### src/rtl/fp16_output_stage_if.sv
// Handshake bundle between the normalization stage, the FP16 output stage and its consumer.
// The output stage connects through the slave modport.
interface fp16_output_stage_if;
    logic        in_valid;
    logic        in_ready;
    logic        sign;
    logic [10:0] norm_sum;
    logic [6:0]  exp_final;
    logic        out_valid;
    logic        out_ready;
    logic [15:0] out;

    modport master (
        output in_valid, sign, norm_sum, exp_final, out_ready,
        input  in_ready, out_valid, out
    );

    modport slave (
        input  in_valid, sign, norm_sum, exp_final, out_ready,
        output in_ready, out_valid, out
    );
endinterface

### src/rtl/fp16_output_stage.sv
// FP16 packing stage: one-entry capture register, then round-toward-zero conversion into a small
// output FIFO, with saturating counts of overflowed and subnormal/flushed results.
module fp16_output_stage #(
    parameter int FIFO_DEPTH = 4,
    parameter int BIAS       = 15
) (
    input  logic                clk,
    input  logic                rst,
    fp16_output_stage_if.slave  bus,
    output logic [7:0]          ovf_cnt,
    output logic [7:0]          sub_cnt
);
    localparam int PW = (FIFO_DEPTH > 1) ? $clog2(FIFO_DEPTH) : 1;
    localparam logic [PW+1:0]      DEPTH_W    = (PW+2)'(FIFO_DEPTH);
    localparam logic signed [7:0]  EXP_INF    = 8'(2*BIAS + 1);
    localparam logic signed [7:0]  SHIFT_ZERO = 8'sd11;

    logic              s1_valid_reg;
    logic              s1_sign_reg;
    logic [10:0]       s1_sum_reg;
    logic [6:0]        s1_exp_reg;
    logic [15:0]       mem_reg [FIFO_DEPTH];
    logic [PW-1:0]     wr_ptr_reg;
    logic [PW-1:0]     rd_ptr_reg;
    logic [PW:0]       count_reg;
    logic [7:0]        ovf_cnt_reg;
    logic [7:0]        sub_cnt_reg;

    logic [PW+1:0]     occupancy;
    logic              accept;
    logic              push;
    logic              pop;
    logic signed [7:0] exp_ext;
    logic signed [7:0] shift_amt;
    logic [10:0]       shifted;
    logic [15:0]       conv_word;
    logic              conv_ovf;
    logic              conv_sub;

    // Readiness counts the staged entry too, so the FIFO can never be pushed while full.
    assign occupancy     = {1'b0, count_reg} + {{(PW+1){1'b0}}, s1_valid_reg};
    assign bus.in_ready  = occupancy < DEPTH_W;
    assign accept        = bus.in_valid && bus.in_ready;
    assign push          = s1_valid_reg;
    assign bus.out_valid = count_reg != '0;
    assign pop           = bus.out_valid && bus.out_ready;
    assign bus.out       = bus.out_valid ? mem_reg[rd_ptr_reg] : 16'h0000;
    assign ovf_cnt       = ovf_cnt_reg;
    assign sub_cnt       = sub_cnt_reg;

    assign exp_ext   = {s1_exp_reg[6], s1_exp_reg};
    assign shift_amt = 8'sd1 - exp_ext;
    assign shifted   = s1_sum_reg >> shift_amt[3:0];

    always_comb begin
        conv_word = {s1_sign_reg, 15'b0};
        conv_ovf  = 1'b0;
        conv_sub  = 1'b0;
        if (s1_sum_reg == 11'd0) begin
            conv_word = {s1_sign_reg, 15'b0};
        end else if (exp_ext >= EXP_INF) begin
            conv_word = {s1_sign_reg, 5'b11111, 10'b0};
            conv_ovf  = 1'b1;
        end else if (exp_ext >= 8'sd1) begin
            conv_word = {s1_sign_reg, s1_exp_reg[4:0], s1_sum_reg[9:0]};
        end else begin
            conv_sub = 1'b1;
            // Shifts of 11 or more push the hidden bit past the fraction entirely.
            if (shift_amt >= SHIFT_ZERO)
                conv_word = {s1_sign_reg, 15'b0};
            else
                conv_word = {s1_sign_reg, 5'b0, shifted[9:0]};
        end
    end

    always_ff @(posedge clk) begin
        if (rst) begin
            s1_valid_reg <= 1'b0;
            s1_sign_reg  <= 1'b0;
            s1_sum_reg   <= '0;
            s1_exp_reg   <= '0;
            wr_ptr_reg   <= '0;
            rd_ptr_reg   <= '0;
            count_reg    <= '0;
            ovf_cnt_reg  <= '0;
            sub_cnt_reg  <= '0;
        end else begin
            if (accept) begin
                s1_valid_reg <= 1'b1;
                s1_sign_reg  <= bus.sign;
                s1_sum_reg   <= bus.norm_sum;
                s1_exp_reg   <= bus.exp_final;
            end else if (push) begin
                s1_valid_reg <= 1'b0;
            end
            if (push) begin
                wr_ptr_reg <= wr_ptr_reg + 1'b1;
                if (conv_ovf && ovf_cnt_reg != 8'hFF)
                    ovf_cnt_reg <= ovf_cnt_reg + 8'd1;
                if (conv_sub && sub_cnt_reg != 8'hFF)
                    sub_cnt_reg <= sub_cnt_reg + 8'd1;
            end
            if (pop)
                rd_ptr_reg <= rd_ptr_reg + 1'b1;
            case ({push, pop})
                2'b10:   count_reg <= count_reg + 1'b1;
                2'b01:   count_reg <= count_reg - 1'b1;
                default: count_reg <= count_reg;
            endcase
        end
    end

    always_ff @(posedge clk) begin
        if (!rst && push)
            mem_reg[wr_ptr_reg] <= conv_word;
    end
endmodule
### src/flat_wrapper.sv
// flat-port wrapper written by rule: the top's interface ports become plain ports
module fp16_output_stage_flat 
#(
    parameter int FIFO_DEPTH = 4,
    parameter int BIAS       = 15
)
  (clk, rst, ovf_cnt, sub_cnt, bus_in_valid, bus_sign, bus_norm_sum, bus_exp_final, bus_out_ready, bus_in_ready, bus_out_valid, bus_out);
  fp16_output_stage_if bus_i ();
  input  logic clk;
  input  logic rst;
  output logic [7:0] ovf_cnt;
  output logic [7:0] sub_cnt;
  input wire logic [$bits(bus_i.in_valid)-1:0] bus_in_valid;
  input wire logic [$bits(bus_i.sign)-1:0] bus_sign;
  input wire logic [$bits(bus_i.norm_sum)-1:0] bus_norm_sum;
  input wire logic [$bits(bus_i.exp_final)-1:0] bus_exp_final;
  input wire logic [$bits(bus_i.out_ready)-1:0] bus_out_ready;
  output wire logic [$bits(bus_i.in_ready)-1:0] bus_in_ready;
  output wire logic [$bits(bus_i.out_valid)-1:0] bus_out_valid;
  output wire logic [$bits(bus_i.out)-1:0] bus_out;
  assign bus_i.in_valid = bus_in_valid;
  assign bus_i.sign = bus_sign;
  assign bus_i.norm_sum = bus_norm_sum;
  assign bus_i.exp_final = bus_exp_final;
  assign bus_i.out_ready = bus_out_ready;
  assign bus_in_ready = bus_i.in_ready;
  assign bus_out_valid = bus_i.out_valid;
  assign bus_out = bus_i.out;
  fp16_output_stage #(.FIFO_DEPTH(FIFO_DEPTH), .BIAS(BIAS)) u_core (.clk(clk), .rst(rst), .bus(bus_i), .ovf_cnt(ovf_cnt), .sub_cnt(sub_cnt));
endmodule
### config.mk
export PLATFORM = sky130hd
export DESIGN_NAME = fp16_output_stage_flat
export DESIGN_NICKNAME = d
export VERILOG_FILES = /design/src/rtl/fp16_output_stage_if.sv /design/src/rtl/fp16_output_stage.sv /design/src/flat_wrapper.sv
export SDC_FILE = /design/constraint.sdc
export NUM_CORES = 1
export LEC_CHECK = 0
export ABC_AREA = 0
export BUFFER_PORTS_ARGS = -buffer_cell sky130_fd_sc_hd__buf_2
export CORE_MARGIN = 1
export CORE_UTILIZATION = 50
export CTS_BUF_LIST = sky130_fd_sc_hd__clkbuf_4
export DETAILED_ROUTE_END_ITERATION = 10
export PLACE_DENSITY = 0.74
export SETUP_SLACK_MARGIN = 0.2
export SLEW_MARGIN = 10
export SYNTH_ARGS = -nofsm -noshare
export SYNTH_HDL_FRONTEND = slang
export SYNTH_SLANG_ARGS = --single-unit
### constraint.sdc
create_clock -name clk -period 4.3 [get_ports clk]
set_input_delay 0.43 -clock clk [delete_from_list [all_inputs] [get_ports clk]]
set_output_delay 0.43 -clock clk [all_outputs]
set_load 0.05 [all_outputs]
==> results by group, run 1 <==
Drt
  – Drt first-iter violations: 221
  – Drt pass-1 iters: 4
  – Detailed Route WL: 9771 um
  – ANT nets after route: 0
  – Remaining DRCs: 0
  – Vias: 3492
  – Vias per cell: 5.623
  – Avg WL per Cell: 15.73 um

STA
  – Slew margin rel.: 29.01%
  – Tcrit/Tclk final: 70.01%
  – Total negative slack: 0 ns
  – Worst-margin pin slew: 1.063 ns
  – RSZ-0062 raised after global routing: no
  – Clk_skew: 0.02002 ns
  – Post-layout minimum cycle time: 3.011 ns
  – Fmax: 332.2 MHz
  – Finish-stage setup viols: 0
  – Final Hold Fails: 0
  – Final Max Tran Viols: 0

Synth
  – Mean post-synth cell area: 11.59 um2
  – Top_reg_cell synth: edfxtp_1
  – Mapped Area: 5134 um2
  – FF+latch count, synth: 109
  – Multiplexer share of the synthesized area: 12.84%
  – Area leader, netlist: edfxtp_1
  – Xor and xnor area share after synthesis: 1.365%
  – Yosys warning count: 0
  – Sequential area share after synthesis: 54.98%
  – Synth Area in Compound Gates: 9.091%
  – Simple logic cell fraction of the synthesized area: 15.55%
  – Syn Inst Count: 443
  – Unique masters post-synth: 53
  – Top cells by area, synth: edfxtp_1 (37%), dfxtp_1 (18%), mux4_2 (7.5%), nand2_1 (3.8%), a21oi_1 (3.6%)
  – Post-synth top area share: 37.44%
  – Largest family of logic cells by synthesized area: simple AND/OR/NAND/NOR gates
  – Post-Synth Adder-Cell Area: 2.583%
  – Mapped Nets: 476
  – Ys async rst share: 0%
  – EDFF count, synth: 64

GRT
  – Largest net degree at the start of global routing: 53
  – GR Util All Layers: 19.74%
  – Met3 usage: 4.099%
  – M1 GR Usage: 27.08%
  – Number of global-route vias before repair: 3207
  – Global route hottest layer: met2
  – Initial antenna violation count: 0
  – Global-route wire length before repair: 15860 um
  – Congestion Overflow GR: 0
  – M2 GR Usage: 31.85%

Pwr
  – Pwr per Cell Area: 504.7 nW/um2
  – Max rail drop VDD: 0.2513 mV
  – Leakage power: 2.043 nW

Floorplan
  – DIE AREA: 10680 um2
  – I/O pin count: 57
  – Die extent in y: 103.3 um
  – Initial Util: 52.04%
  – Cell Rows: 36
  – Die width: 103.3 um
  – Core area: 9864 um2

Placed design
  – Port bufs: 56
  – Routability cong.: 0.8595
  – HPWL Detailed: 6685 um

CTS
  – Clock Latency Late Sink: 0.48 ns
  – Post-CTS Setup Bufs: 0
  – Post-cts hold buffer count: 0
  – Root buffer cell: clkbuf_4
  – CTS max path bufs: 2
  – CTS clk-pin slew, worst paths: 0.17 ns
  – TritonCTS clock tree: built
  – H-tree Lvls: 3
  – Resized cells post-CTS: 0
  – Clk sinks: 109
  – CTS Buf Count: 9

Final layout
  – Ratio of cells with drive above 1 in the final layout: 22.34%
  – Post-layout util: 56.99%
  – Register area: 2823 um2
  – Area growth syn-to-layout: 9.505%
  – Final net count: 516
  – Fillers: 832
  – Ant diodes: 0
  – Largest register FFs: 64
  – Multi-input gate area: 2127 um2

Setup path
  – Crit path max fanout: 20
  – CP delay by family, top: flip-flops
  – CP peak stage delay: 0.90 ns
  – Critical path's slowest cell: dfxtp_1
  – CP bufs+invs: 2
  – FF-to-FF End: u_core.sub_cnt[6]
  – Critical path launch point type: flip-flop
  – Reg-to-reg startpoint: u_core.s1_exp_reg[1]
  – R2R Setup Slk: 1.29 ns
  – CP required: 4.67 ns
  – Arrival time at the worst endpoint: 3.38 ns
  – CP startpoint: u_core.s1_exp_reg[1]
  – Nature of the critical path endpoint: flip-flop
  – Critical-path cell list: inv_1, ha_1, a211oi_2, a21oi_1, buf_4, a41o_1, nor4_1, mux2_2
  – Kind of critical path: flip-flop to flip-flop
  – Worst r2r path cells: 8

Min path
  – Hold depth: 3
  – Sink of the worst hold path: u_core.s1_sum_reg[4]
  – Worst hold path type: input port to flip-flop
  – Worst Hold Launch: bus_norm_sum[4]

Run status
  – Status: completed

Job
  – Max-cap violations: 0
how the worst max path moves through the flow:
stage / to / slack, ns / cells past startpoint
2_1_floorplan: u_core.sub_cnt[0] / 1.93 / 9
3_3_place_gp: u_core.sub_cnt[0] / 1.48 / 8
3_5_place_dp: u_core.sub_cnt[6] / 1.35 / 8
4_1_cts: bus_out[5] / 1.25 / 3
5_1_grt: u_core.mem_reg[3][4] / 1.08 / 7
6_report: u_core.sub_cnt[6] / 1.29 / 8
worst register-to-register path, delay by kind of cell (launching register included):
kind	cells	cell delay, ns
compound gates	3	0.65
simple gates	1	0.32
buf+inv	2	0.34
mux	1	0.38
fa+ha+maj	1	0.32
flops	1	0.90
cell families after synthesis:
| group | Yosys count |
|---|---|
| AOI/OAI and AO/OA | 74 |
| xor gates and xnor gates | 8 |
| adders and majority gates | 10 |
| buffers and inverters | 41 |
| DFF | 109 |
| muxes | 40 |
| and+or+nand+nor | 161 |
cell type report:
type	count	share of cell area [%]
repair buffers	58	5.253
inverters	12	0.8012
clock buffers	9	1.202
multi-input cells	293	37.84
clock inverters	7	1.736
well taps	133	2.960
flip-flops and latches	109	50.21
metal layers:
layer / share of wire, % / vias to the layer above
li1: - / 1713
met1: 46 / 1659
met2: 48 / 112
met3: 6.0 / 8
met4: 0.76 / 0
met5: 0 / -
placed cells by master (no fill, tap or decap), drive strengths merged, types with 3 or more instances in the layout:
cell type and n:
edfxtp 64, inv 16, a31o 3, or3 5, xor2 4, and2 26, a31oi 3, nor2 35
o21ai 7, o31ai 4, nand2b 3, nor4 4, ha 9, dfxtp 45, and3 3, mux2 11
mux4 19, nand3 6, nand2 52, or4 4, buf 58, clkbuf 9, xnor2 4, mux2i 10
a211oi 6, nor2b 4, nand4 7, a21oi 38, nor3 8
metrics by stage:
step | power, mW | cell area (um2) | std cells | setup WS (ns) | hold WS [ns]
3_5_place_dp | 2.301 | 5456 | 605 | 1.349 | 0.4868
5_1_grt | 2.987 | 5622 | 621 | 1.079 | 0.1563
4_1_cts | 2.862 | 5622 | 621 | 1.251 | 0.1509
3_3_place_gp | 2.276 | 5456 | 605 | 1.483 | 0.4814
6_report | 2.837 | 5622 | 621 | 1.289 | 0.1763
2_1_floorplan | 2.105 | 5134 | 443 | 1.929 | 0.4578
power by group:
| part | switching [mW] | leakage, nW | internal [mW] |
|---|---|---|---|
| Sequential | 0.110 | 0.961 | 1.19 |
| Clock | 0.367 | 0.0892 | 0.198 |
| Combinational | 0.646 | 0.993 | 0.331 |
Yosys cell counts (2+ instances only):
cell / number
xor2_1: 4
buf_2: 8
mux4_2: 17
and2_1: 25
a31o_2: 3
nor2_1: 35
nand4b_1: 2
or3_1: 5
ha_1: 9
o21ai_0: 7
clkbuf_1: 15
or4_1: 4
a211oi_1: 5
a32oi_1: 2
mux4_1: 2
buf_6: 2
nor4_1: 4
a31oi_1: 3
edfxtp_1: 64
xnor2_1: 4
nand2b_1: 3
inv_1: 12
a21oi_1: 37
mux2i_1: 10
nand3_1: 6
nor2b_1: 4
o31ai_1: 4
nand2_1: 52
a22oi_1: 2
nand4_1: 7
nor3_1: 7
and3_1: 3
dfxtp_1: 45
mux2_2: 11
buf_1: 2
(Power assumes the default switching activity.)
==> inputs of run 2 (changes only) <==
--- a/config.mk
+++ b/config.mk
@@ -5,13 +5,13 @@
 export SDC_FILE = /design/constraint.sdc
 export NUM_CORES = 1
 export LEC_CHECK = 0
-export ABC_AREA = 0
+export ABC_AREA = 1
 export BUFFER_PORTS_ARGS = -buffer_cell sky130_fd_sc_hd__buf_2
 export CORE_MARGIN = 1
 export CORE_UTILIZATION = 50
 export CTS_BUF_LIST = sky130_fd_sc_hd__clkbuf_4
 export DETAILED_ROUTE_END_ITERATION = 10
-export PLACE_DENSITY = 0.74
+export PLACE_DENSITY = 0.76
 export SETUP_SLACK_MARGIN = 0.2
 export SLEW_MARGIN = 10
 export SYNTH_ARGS = -nofsm -noshare
==> constraint.sdc (replaced) <==
create_clock -name clk -period 2.5 [get_ports clk]
set_input_delay 0.25 -clock clk [delete_from_list [all_inputs] [get_ports clk]]
set_output_delay 0.25 -clock clk [all_outputs]
set_load 0.05 [all_outputs]
==> run 2 against run 1 <==
Worst hold slack worse by 0.12 ns. Core utilization grew 2.6 points. Clock power is 86% higher. Area after synthesis rose by 1.4%. Largest cell class unchanged. Critical endpoint is now bus_out[0]. Design area up 5.5%. Power increased by 89%.
==> results by group, run 2 <==
Synth
  – Sequential area share after synthesis: 54.20% (-0.78 points)
  – Post-Synth Adder-Cell Area: 2.547% (-0.037 points)
  – Top cells by area, synth: edfxtp_1 (37%), dfxtp_1 (17%), o21ai_0 (7.6%), nor2_1 (7.6%), nand2_1 (7.3%)
  – Multiplexer share of the synthesized area: 0% (-13 points)
  – Ys async rst share: 0% (unchanged)
  – Post-synth top area share: 36.91% (-0.53 points)
  – Xor and xnor area share after synthesis: 1.826% (+0.46 points)
  – Top_reg_cell synth: edfxtp_1
  – Syn Inst Count: 618 (+40%)
  – Synth Area in Compound Gates: 14.94% (+5.9 points)
  – Count leader, synth: nor2_1
  – Synth top cells by count: nor2_1 (105), nand2_1 (101), o21ai_0 (79), a21oi_1 (71), edfxtp_1 (64)
  – EDFF count, synth: 64 (unchanged)
  – Mapped Area: 5207 um2 (+1.4%)
  – Yosys warning count: 0 (unchanged)
  – FF+latch count, synth: 109 (unchanged)
  – Mapped Nets: 651 (+37%)
  – Simple logic cell fraction of the synthesized area: 20.81% (+5.3 points)
  – Unique masters post-synth: 29 (-45%)
  – Largest family of logic cells by synthesized area: simple AND/OR/NAND/NOR gates
  – Area leader, netlist: edfxtp_1
  – Mean post-synth cell area: 8.426 um2 (-27%)

Drt
  – Avg WL per Cell: 14.46 um (-8.1%)
  – ANT nets after route: 0 (unchanged)
  – Drt pass-1 iters: 5 (+1)
  – Drt first-iter violations: 315 (+43%)
  – Remaining DRCs: 0 (unchanged)
  – Detailed Route WL: 11900 um (+22%)
  – Vias: 4435 (+27%)
  – Vias per cell: 5.389 (-4.2%)

Final layout
  – Ratio of cells with drive above 1 in the final layout: 15.80% (-6.5 points)
  – Final net count: 718 (+39%)
  – Area growth syn-to-layout: 13.84%
  – Fillers: 878 (+5.5%)
  – Largest register FFs: 64 (unchanged)
  – Commonest cells after routing, fill and taps aside: nor2_1 (105), nand2_1 (101), o21ai_0 (79)
  – Post-layout util: 59.55% (+2.6 points)
  – Most common library cell in the layout ignoring fill and taps: nor2_1
  – Ant diodes: 0 (unchanged)

STA
  – Post-layout minimum cycle time: 2.144 ns
  – Tcrit/Tclk final: 85.74%
  – Worst-margin pin slew: 0.6849 ns (-0.3785 ns)
  – Slew margin rel.: 54.17% (+25 points)
  – Fmax: 466.5 MHz
  – Final Max Tran Viols: 0 (unchanged)
  – Total negative slack: 0 ns (unchanged)
  – RSZ-0062 raised after global routing: no
  – Final Hold Fails: 0 (unchanged)
  – Clk_skew: 0.01804 ns (-0.001983 ns)
  – Finish-stage setup viols: 0 (unchanged)

Floorplan
  – DIE AREA: 10830 um2 (+1.4%)
  – I/O pin count: 57 (unchanged)
  – Cell Rows: 36 (unchanged)
  – Die width: 104.1 um (+0.71%)
  – Core area: 9955 um2 (+0.91%)
  – Die extent in y: 104.1 um (+0.71%)
  – Initial Util: 52.31% (+0.27 points)

Setup path
  – CP required: 2.25 ns (-2.42 ns)
  – Crit path max fanout: 32 (+60%)
  – Kind of critical path: flip-flop to output pin
  – Nature of the critical path endpoint: output pin
  – Arrival time at the worst endpoint: 1.89 ns (-1.49 ns)
  – Critical path launch point type: flip-flop
  – Worst r2r path cells: 9 (+1)

GRT
  – Global-route wire length before repair: 19090 um (+20%)
  – Congestion Overflow GR: 0 (unchanged)
  – Largest net degree at the start of global routing: 33 (-38%)
  – Number of global-route vias before repair: 3974 (+24%)
  – GR Util All Layers: 22.09% (+2.4 points)
  – Initial antenna violation count: 0 (unchanged)

Pwr
  – Switching Share: 40.94% (+1.4 points)
  – Max rail drop VDD: 0.6236 mV (+150%)
  – Sequential Power Share: 41.1% (-4.6 points)
  – Switching power total: 2.199 mW (+96%)
  – Pwr per Cell Area: 905.9 nW/um2 (+79%)
  – Clock Power Share: 19.5% (-0.4 points)
  – Comb power frac: 39.4% (+5.0 points)
  – Cell Int Power: 3.172 mW (+85%)
  – Leakage power: 2.420 nW (+18%)

CTS
  – CTS clk-pin slew, worst paths: 0.15 ns (-0.02 ns)
  – Root buffer cell: clkbuf_4
  – Post-cts hold buffer count: 0 (unchanged)
  – CTS Buf Count: 9 (unchanged)
  – CTS max path bufs: 2 (unchanged)
  – Clock Latency Late Sink: 0.45 ns (-0.03 ns)
  – H-tree Lvls: 3 (unchanged)
  – TritonCTS clock tree: built
  – Clk sinks: 109 (unchanged)

Run status
  – Status: completed

Placed design
  – Routability cong.: 0.9296 (+8.2%)
  – Port bufs: 56 (unchanged)
  – HPWL Detailed: 8046 um (+20%)

Min path
  – Hold depth: 3 (unchanged)
  – Worst hold path type: input port to flip-flop

Job
  – Max-cap violations: 0 (unchanged)
[run 2: cell types whose count changed after synthesis, sizes merged, moves of 19 or more]
cell / delta
a21oi: +33
and2: -26
inv: +33
mux4: -19
nand2: +50
nand3: +38
nor2: +73
o21ai: +73
[run 2: area by class of cell]
cell class	instances	area (um2)	area share, %
Clock buffer	9	67.56	1.140
Clock inverter	7	108.9	1.836
Inverter	47	180.2	3.039
Multi-Input combinational cell	436	2101	35.44
Sequential cell	109	2824	47.64
Tap cell	133	166.4	2.807
Timing Repair Buffer	81	475.5	8.020
Timing Repair inverter	1	5.005	0.08442
[run 2: worst paths after layout]
kind,start,end,slack [ns]
max,flip-flop,bus_out[0],0.36
min,bus_norm_sum[6],u_core.s1_sum_reg[6],0.05
max reg2reg,u_core.s1_exp_reg[1],u_core.sub_cnt[4],0.40
min reg2reg,u_core.rd_ptr_reg[1],flip-flop,0.48
[run 2: logic make-up (layout without fill, tap and decap cells)]
family | count (synthesis) | in the layout
AND/OR/NAND/NOR | 263 | 263
buffers and inverters | 73 | 145
AO/OA/AOI/OAI | 153 | 153
XOR/XNOR | 10 | 10
flip-flops | 109 | 109
adder cells (fa/ha/maj) | 10 | 10
[run 2: timing repair]
action,CTS,global route
setup buffers,0,8
setup endpoints to repair,4,40
resized for setup,1,4
cloned,0,1
[run 2: layer usage]
layer / up-vias / part of all wire [%] / GRT usage [%]
li1: 2211 / - / -
met1: 2071 / 45 / 29.51
met2: 146 / 48 / 37.24
met3: 7 / 6.1 / 3.759
met4: 0 / 0.53 / 5.714
met5: - / 0 / 0
[run 2: worst max-delay path, stage by stage, from the launching register on]
cell and delay [ns]:
dfxtp_2 0.43, buf_8 0.24, nor2_1 0.08, nor2_1 0.09, o21ai_0 0.09, a21oi_1 0.22, buf_2 0.30
[run 2: power groups by stage]
stage	combinational, mW	clock (mW)	sequential, mW
6_report	2.12	1.05	2.21
4_1_cts	2.02	1.07	2.20
3_3_place_gp	1.97	0	2.23
2_1_floorplan	1.53	0	2.22
3_5_place_dp	2.01	0	2.23
5_1_grt	2.32	1.13	2.22
[run 2: metrics by stage]
step           area (um2)  hold WS, ns  total power, mW  std cells  setup slack, ns
2_1_floorplan        5207       0.4175            3.743        618           0.4466
3_3_place_gp         5663       0.4531            4.197        798           0.4978
3_5_place_dp         5663       0.4582            4.246        798           0.4254
4_1_cts              5843      0.02734            5.281        814           0.2069
5_1_grt              5928      0.04739            5.667        823           0.2031
6_report             5928      0.05173            5.370        823           0.3565
==> inputs of run 3 (changes only) <==
--- a/config.mk
+++ b/config.mk
@@ -5,9 +5,8 @@
 export SDC_FILE = /design/constraint.sdc
 export NUM_CORES = 1
 export LEC_CHECK = 0
-export ABC_AREA = 1
 export BUFFER_PORTS_ARGS = -buffer_cell sky130_fd_sc_hd__buf_2
-export CORE_MARGIN = 1
+export CORE_MARGIN = 3
 export CORE_UTILIZATION = 50
 export CTS_BUF_LIST = sky130_fd_sc_hd__clkbuf_4
 export DETAILED_ROUTE_END_ITERATION = 10
==> run 3 against run 2 <==
Via count is 19% lower. Fmax is 2.2% lower. Flip-flop and latch count stayed put. First-iteration DRC count is 55% lower. Sequential power is 3% lower. Largest cell class unchanged. Global-route usage is 3.4 points lower. Setup slack worse by 0.048 ns. Clock skew is 0.013 ns higher.
==> results by group, run 3 (same netlist as run 1, synthesis figures left out) <==
Run status
  – Status: completed

Drt
  – Remaining DRCs: 0 (unchanged)
  – Drt pass-1 iters: 5 (unchanged)
  – Vias per cell: 5.555 (+3.1%)
  – Detailed Route WL: 10220 um (-14%)
  – Avg WL per Cell: 15.74 um (+8.8%)
  – Vias: 3605 (-19%)
  – ANT nets after route: 0 (unchanged)
  – Drt first-iter violations: 143 (-55%)

STA
  – Total negative slack: 0 ns (unchanged)
  – Clk_skew: 0.03072 ns (+0.01268 ns)
  – Final Max Tran Viols: 0 (unchanged)
  – Slew margin rel.: 57.15% (+3.0 points)
  – Post-layout minimum cycle time: 2.191 ns (+0.04775 ns)
  – Worst-margin pin slew: 0.6427 ns (-0.04213 ns)
  – RSZ-0062 raised after global routing: yes
  – Tcrit/Tclk final: 87.65% (+1.9 points)
  – Finish-stage setup viols: 0 (unchanged)
  – Fmax: 456.4 MHz (-2.2%)
  – Final Hold Fails: 0 (unchanged)

Setup path
  – CP required: 2.88 ns (+0.63 ns)
  – Critical path launch point type: flip-flop
  – Arrival time at the worst endpoint: 2.57 ns (+0.68 ns)
  – R2R Setup Slk: 0.31 ns (-0.09 ns)
  – Worst r2r path cells: 7 (-2)
  – Kind of critical path: flip-flop to flip-flop
  – Nature of the critical path endpoint: flip-flop
  – Crit path max fanout: 6 (-81%)

Floorplan
  – I/O pin count: 57 (unchanged)
  – Die extent in y: 107.3 um (+3.1%)
  – Core area: 9864 um2 (-0.91%)
  – Initial Util: 52.04% (-0.27 points)
  – DIE AREA: 11520 um2 (+6.4%)
  – Die width: 107.3 um (+3.1%)
  – Cell Rows: 36 (unchanged)

GRT
  – Congestion Overflow GR: 0 (unchanged)
  – GR Util All Layers: 18.71% (-3.4 points)
  – Global-route wire length before repair: 17130 um (-10%)
  – Number of global-route vias before repair: 3478 (-12%)
  – Initial antenna violation count: 0 (unchanged)
  – Largest net degree at the start of global routing: 31 (-6.1%)

CTS
  – CTS clk-pin slew, worst paths: 0.20 ns (+0.05 ns)
  – Clk sinks: 109 (unchanged)
  – Clock Latency Late Sink: 0.47 ns (+0.02 ns)
  – H-tree Lvls: 3 (unchanged)
  – CTS Buf Count: 9 (unchanged)
  – TritonCTS clock tree: built
  – Root buffer cell: clkbuf_4
  – CTS max path bufs: 2 (unchanged)

Job
  – Max-cap violations: 0 (unchanged)

Final layout
  – Ratio of cells with drive above 1 in the final layout: 25.19% (+9.4 points)
  – Fillers: 794 (-9.6%)
  – Largest register FFs: 64 (unchanged)
  – Ant diodes: 0 (unchanged)
  – Final net count: 544 (-24%)
  – Area growth syn-to-layout: 14.72%
  – Commonest cells after routing, fill and taps aside: edfxtp_1 (64), buf_2 (56), nand2_1 (52)
  – Most common library cell in the layout ignoring fill and taps: edfxtp_1

Pwr
  – Pwr per Cell Area: 837.2 nW/um2 (-7.6%)
  – Max rail drop VDD: 0.4473 mV (-28%)
  – Leakage power: 2.168 nW (-10%)
  – Pwr Total: 4.931 mW (-8.2%)

Placed design
  – HPWL Detailed: 6978 um (-13%)
  – Port bufs: 56 (unchanged)
  – Routability cong.: 0.8934 (-3.9%)

Min path
  – Worst hold path type: input port to flip-flop
  – Hold depth: 3 (unchanged)
==> run 3: changes by cell type in the layout (fill, tap and decap cells not counted), sizes merged, moves of 11 or more <==
cell and delta:
inv -31, and2 +26, mux2 +11, a21oi -33, nor2 -73, dlygate4sd3 +14, mux4 +19, o21ai -73
nand2 -50, nand3 -38
==> run 3: where the power goes <==
part | switching [mW] | internal (mW)
clock | 0.651 | 0.245
combinational | 1.22 | 0.665
sequential | 0.104 | 2.04
total | 1.98 | 2.95
==> run 3: cell type report <==
class	instances	area, um2	area share, %
flip-flops and latches	109	2824	47.95
multi-input cells	293	2152	36.54
repair buffers	86	553.0	9.390
well taps	133	166.4	2.826
clock inverters	7	81.33	1.381
clock buffers	9	67.56	1.147
inverters	12	45.04	0.7648
==> run 3: repair_timing <==
item	4_1_cts	5_1_grt
endpoints found under the setup margin	14	50
gates resized for setup	1	5
hold endpoints to repair	14	0
pin swaps	0	0
hold buffers	14	0
buffers inserted	0	0
gates cloned	0	0
==> run 3: per-layer routing <==
metal	up-vias	track usage [%]	wire length [um]
li1	1761	-	-
met1	1743	26.28	4763
met2	91	30.29	4886
met3	10	3.599	439
met4	0	4.292	126
met5	-	0	0
==> run 3: path summary, 6_finish.rpt <==
path,startpoint,to
worst max register to register,u_core.s1_exp_reg[2],u_core.sub_cnt[6]
worst max-delay path,u_core.s1_exp_reg[2],u_core.sub_cnt[6]
worst min-delay path,bus_norm_sum[0],u_core.s1_sum_reg[0]
worst min register to register,u_core.s1_sum_reg[10],u_core.s1_sum_reg[10]
==> run 3: metrics by stage <==
stage	setup WS [ns]	hold slack, ns	cell area, um2	cells	utilization (%)
6_report	0.3087	0.01573	5889	649	59.70
5_1_grt	0.1797	0.01288	5889	649	59.70
4_1_cts	0.2083	0.003979	5872	649	59.53
3_5_place_dp	0.2615	0.4969	5579	619	56.56
3_3_place_gp	0.3346	0.4922	5579	619	56.56
2_1_floorplan	0.2415	0.3860	5157	443	-
==> run 3: worst max-delay path, stage by stage, from the launching register on <==
cell and delay [ns]:
dfxtp_2 0.44, inv_1 0.08, ha_2 0.21, a211oi_2 0.24
a21oi_2 0.13, a41o_1 0.30, nor4_1 0.34, mux2_2 0.37
